<file path="src/rtl/alu_trace_display.sv">
// Operand/control register file for an external ALU with a circular result
// history, exposed slot-by-slot to an LCD through registered display outputs.
module alu_trace_display #(
    parameter int CTRL_W     = 12,
    parameter int HIST_DEPTH = 8
) (
    input  logic              clk,
    input  logic              resetn,
    input  logic [1:0]        input_sel,
    input  logic              input_valid,
    input  logic [31:0]       input_value,
    input  logic [5:0]        display_number,
    input  logic [31:0]       alu_result,
    output logic [CTRL_W-1:0] alu_control,
    output logic [31:0]       alu_src1,
    output logic [31:0]       alu_src2,
    output logic              display_valid,
    output logic [39:0]       display_name,
    output logic [31:0]       display_value
);

    localparam int         PTR_W     = (HIST_DEPTH > 1) ? $clog2(HIST_DEPTH) : 1;
    localparam int         CNT_W     = 5;
    localparam logic [5:0] LAST_SLOT = 6'(6 + HIST_DEPTH);

    localparam logic [39:0] NAME_SRC1  = 40'h5352435F31;
    localparam logic [39:0] NAME_SRC2  = 40'h5352435F32;
    localparam logic [39:0] NAME_CONTR = 40'h434F4E5452;
    localparam logic [39:0] NAME_RESUL = 40'h524553554C;
    localparam logic [39:0] NAME_COUNT = 40'h434F554E54;
    localparam logic [39:0] NAME_TOTAL = 40'h544F54414C;

    // "HIS" followed by the two decimal digits of the history age k
    function automatic logic [39:0] hist_name(input logic [5:0] k);
        logic [5:0] tens;
        logic [5:0] ones;
        tens = k / 6'd10;
        ones = k % 6'd10;
        return {24'h484953, 8'h30 + {2'b00, tens}, 8'h30 + {2'b00, ones}};
    endfunction

    logic [CNT_W-1:0] count_r;
    logic [PTR_W-1:0] wr_ptr_r;
    logic [31:0]      total_r;
    logic [31:0]      hist_r [HIST_DEPTH];

    logic             cmd_s;
    logic             clear_s;
    logic             capture_s;
    logic [5:0]       k_s;
    logic [5:0]       idx_sum_s;
    logic [PTR_W-1:0] idx_s;
    logic             valid_s;
    logic [39:0]      name_s;
    logic [31:0]      value_s;

    // Clear outranks capture when both command bits are set
    assign cmd_s     = input_valid && (input_sel == 2'b01);
    assign clear_s   = cmd_s && input_value[1];
    assign capture_s = cmd_s && input_value[0] && !input_value[1];

    // Operand/control registers, history bookkeeping and capture total
    always_ff @(posedge clk) begin
        if (!resetn) begin
            alu_control <= '0;
            alu_src1    <= 32'd0;
            alu_src2    <= 32'd0;
            count_r     <= '0;
            wr_ptr_r    <= '0;
            total_r     <= 32'd0;
        end else begin
            if (input_valid && (input_sel == 2'b00)) begin
                alu_control <= input_value[CTRL_W-1:0];
            end
            if (input_valid && (input_sel == 2'b10)) begin
                alu_src1 <= input_value;
            end
            if (input_valid && (input_sel == 2'b11)) begin
                alu_src2 <= input_value;
            end
            if (clear_s) begin
                count_r  <= '0;
                wr_ptr_r <= '0;
            end else if (capture_s) begin
                wr_ptr_r <= (wr_ptr_r == PTR_W'(HIST_DEPTH - 1)) ? '0 : wr_ptr_r + 1'b1;
                if (count_r != CNT_W'(HIST_DEPTH)) begin
                    count_r <= count_r + 1'b1;
                end
            end
            if (capture_s) begin
                total_r <= total_r + 32'd1;
            end
        end
    end

    // History storage; contents are qualified by count, so no reset needed
    always_ff @(posedge clk) begin
        if (resetn && capture_s) begin
            hist_r[wr_ptr_r] <= alu_result;
        end
    end

    // Slot decode; entry k is k captures before the newest (wr_ptr - 1 - k)
    always_comb begin
        k_s       = display_number - 6'd7;
        idx_sum_s = {{(6-PTR_W){1'b0}}, wr_ptr_r} + 6'(2 * HIST_DEPTH - 1) - k_s;
        idx_s     = PTR_W'(idx_sum_s % 6'(HIST_DEPTH));
        valid_s   = 1'b0;
        name_s    = 40'd0;
        value_s   = 32'd0;
        case (display_number)
            6'd1: begin valid_s = 1'b1; name_s = NAME_SRC1;  value_s = alu_src1; end
            6'd2: begin valid_s = 1'b1; name_s = NAME_SRC2;  value_s = alu_src2; end
            6'd3: begin valid_s = 1'b1; name_s = NAME_CONTR; value_s = 32'(alu_control); end
            6'd4: begin valid_s = 1'b1; name_s = NAME_RESUL; value_s = alu_result; end
            6'd5: begin valid_s = 1'b1; name_s = NAME_COUNT; value_s = {27'd0, count_r}; end
            6'd6: begin valid_s = 1'b1; name_s = NAME_TOTAL; value_s = total_r; end
            default: begin
                if ((display_number >= 6'd7) && (display_number <= LAST_SLOT)
                    && (k_s < {1'b0, count_r})) begin
                    valid_s = 1'b1;
                    name_s  = hist_name(k_s);
                    value_s = hist_r[idx_s];
                end else begin
                    valid_s = 1'b0;
                    name_s  = 40'd0;
                    value_s = 32'd0;
                end
            end
        endcase
    end

    // Registered display outputs
    always_ff @(posedge clk) begin
        if (!resetn) begin
            display_valid <= 1'b0;
            display_name  <= 40'd0;
            display_value <= 32'd0;
        end else begin
            display_valid <= valid_s;
            display_name  <= name_s;
            display_value <= value_s;
        end
    end

endmodule

</file>
<file path="config.mk">
export PLATFORM = sky130hd
export DESIGN_NAME = alu_trace_display
export DESIGN_NICKNAME = d
export VERILOG_FILES = /design/src/rtl/alu_trace_display.sv
export SDC_FILE = /design/constraint.sdc
export NUM_CORES = 1
export LEC_CHECK = 0
export BUFFER_PORTS_ARGS = -buffer_cell sky130_fd_sc_hd__buf_2
export CORE_MARGIN = 8
export CORE_UTILIZATION = 45
export CTS_BUF_LIST = sky130_fd_sc_hd__clkbuf_8
export DETAILED_ROUTE_END_ITERATION = 6
export SLEW_MARGIN = 20
export SYNTH_ARGS = -nofsm -noshare
export SYNTH_HDL_FRONTEND = slang
export SYNTH_SLANG_ARGS = --single-unit
</file>
<file path="constraint.sdc">
create_clock -name clk -period 7.39 [get_ports clk]
set_clock_uncertainty 0.2 [all_clocks]
set_input_delay 0.739 -clock clk [delete_from_list [all_inputs] [get_ports clk]]
set_output_delay 0.739 -clock clk [all_outputs]
set_load 0.03 [all_outputs]
</file>
==> impl_results.md <==
* Crit path required time at 7.70 ns
* Post-synth top area cell: edfxtp_1
* Global placer's final weighted congestion at 0.7936
* Power per cell area at 244.1 nW/um^2
* Rel. slew slack at 28.86%
* Most common cell after layout, fill and taps aside: edfxtp_1
* Unrepaired setup endpoints after global routing: no
* Combinational power share at 8.0%
* Post-CTS sizing at 0
* Starting Density at 45.37%
* Sequential cell area fraction in the yosys report at 64.20%
* Lkg Pwr at 0.007625 uW
* Synth top area cells: edfxtp_1, dfxtp_1, mux4_2, nand2_1, mux2i_1
* Predominant post-synthesis flop cell: edfxtp_1
* Critical Path Source: display_number[0]
* DRC Markers at 0
* Antenna viol nets, final at 0
* HPWL Detailed at 30.74 mm
* Final hold vios at 0
* WP data arrival at 4.29 ns
* Final TNS setup at 0 ns
* WL/cell at 22.90 um
* CTS H-Tree Depth at 3
* Hold Path Origin: input_value[25]
* Most frequent cells in the layout: edfxtp_1, buf_2, dfxtp_1
* Place WS at 2.789 ns
* Row cnt at 72
* Clock power frac at 40.1%
* # nets final at 1624
* Die Y at 213.2 um
* First-pass GRT wire length at 73.00 mm
* Fmax at 251.3 MHz
* Worst hold margin at 0.1942 ns
* Routed WL at 48.29 mm
* Crit Path Category: in -> reg
* CP max FO at 34
* Layout cells sized above 1 at 26.62%
* Max cap viols at 0
* CTS Buf Count at 72
* Die area at 45440 um^2
* Synth Register Bits at 433
* Synth cell types at 75
* Sw frac at 24.01%
* Area of the core at 38560 um^2
* GR Overflow Total at 0
* Status: completed
* Mapped Cells at 1312
* Area Growth Syn to Fin at 16.74%
* Yosys top cell area share at 43.94%
* Post-Syn Area at 17490 um^2
* Hold-fix buffers, CTS at 0
* I/O pins at 224
* Largest net degree at the start of global routing at 80
* Worst setup EP type: flop
* Drt via density at 5.544
* Max-slew violations at 0
* IO Port Bufs at 215
* Final Critical Period at 3.979 ns
* GRT Total Usage at 21.17%
* Vias in the first global route at 11970
* Number of synthesized flops with an enable pin at 256
* Clk sinks at 433
* Clk_lat worst skew at 0.60 ns
* Worst vdd ir at 0.1387 mV
* Fraction of registers with async set/reset at 0%
* Worst r2r src: wr_ptr_r[0]
* Clock Tree Buf Depth at 3
* Tcrit/Tclk final at 53.84%
* Die Span X at 213.2 um
* Final Total Pwr at 4985 uW
* Switching component of the power at 1197 uW
* Worst slew pin tran at 1.066 ns
* Hold Crit Class: in -> reg
* Initial antenna violation count at 1
* Part of the power in registers at 51.9%
* Starting DRT DRC Count at 825
* Setup WS post-layout at 3.411 ns
* Design internal power at 3788 uW
* Setup Fix Bufs, Post-CTS at 0
* CTS tree: yes
* Setup violators final at 0
* Root Buffer: clkbuf_8
* Yosys warns at 0
* Mean Syn Cell Area at 13.33 um^2
* Vias after detailed routing at 11690
* Pre-Repair DR Iteration Count at 5
* Element type at the critical path start: input pin
* CTS clock-pin slew for the worst setup and hold paths at 0.06 ns
[Yosys cell counts, drive strengths merged, types with 5 or more instances]
cell type	count
nand2	176
a22o	20
nand4	9
o22ai	29
o2111a	5
a31oi	5
edfxtp	256
a221oi	27
o21ai	14
dfxtp	177
a21oi	76
or3	7
mux2i	47
clkbuf	66
and2	10
xor2	21
inv	19
mux4	64
and3	9
nor3	18
nor2	79
buf	35
nand3	16
ha	16
nand3b	7
xnor2	20
nand2b	6
a22oi	24
[layer usage]
| layer | wire length, um | track usage [%] | part of all wire, % | up-vias |
|---|---|---|---|---|
| met5 | 0 | 0 | 0 | - |
| met4 | 946 | 6.901 | 2.0 | 0 |
| met3 | 3130 | 4.183 | 6.5 | 64 |
| met2 | 23780 | 35.70 | 49 | 393 |
| met1 | 20430 | 27.22 | 42 | 5890 |
| li1 | - | - | - | 5345 |
[power by group through the flow]
stage          Sequential, uW  Combinational (uW)  Clock [uW]
3_5_place_dp             2640                 401           0
4_1_cts                  2590                 402        2040
5_1_grt                  2590                 432        2150
2_1_floorplan            2680                 233           0
3_3_place_gp             2640                 395           0
6_report                 2590                 399        2000
[cells by family (layout without fill, tap and decap cells)]
group	after synthesis	count (layout)	synth area share [%]
other	1	10	0.02144
adders and majority gates	17	17	1.259
muxes	112	112	10.99
xor gates and xnor gates	41	41	2.096
and+or+nand+nor	359	359	9.326
AOI/OAI and AO/OA	228	228	8.969
buffers and inverters	121	391	3.140
DFF	433	433	64.20
[registers in the layout, summed over array words and instances, names as in the netlist]
register       cells
display_valid      1
alu_src1          32
wr_ptr_r           3
alu_src2          32
hist_r           256
total_r           32
display_name      28
alu_control       12
display_value     32
count_r            5
[worst max-delay path: stages]
cell       delay, ns
buf_2           0.26
ha_1            0.54
a21oi_1         0.16
xnor2_1         0.37
inv_1           0.16
ha_1            0.21
nor3_1          0.12
o311ai_0        0.18
or3_1           0.58
or2_1           0.28
buf_4           0.31
inv_2           0.12
nand2_1         0.07
o2bb2ai_1       0.18
[cell type report]
cell class | count | area (um^2)
Inverter | 20 | 77.57
Multi-Input combinational cell | 765 | 5822
Fill cell | 3368 | 18130
Clock inverter | 47 | 219.0
Timing Repair Buffer | 240 | 1264
Sequential cell | 433 | 11230
Clock buffer | 84 | 1156
Antenna cell | 2 | 5.005
Tap cell | 518 | 648.1
[through the flow]
| stage | cell area [um^2] | utilization, % | cells |
|---|---|---|---|
| detailed placement | 19040 | 49.39 | 1976 |
| finish | 20420 | 52.97 | 2109 |
| global route | 20420 | 52.96 | 2108 |
| CTS | 20420 | 52.95 | 2107 |
| floorplan | 17520 | - | 1319 |
| global placement | 19040 | 49.39 | 1976 |
[final timing paths]
path	end	slack (ns)	depth (start not counted)
worst max-delay path	display_name[3]	3.41	14
worst min-delay path	alu_src2[25]	0.19	3
worst min register to register	alu_src2[15]	0.27	2
worst max register to register	display_value[4]	3.84	7
(Power assumes the default switching activity.)
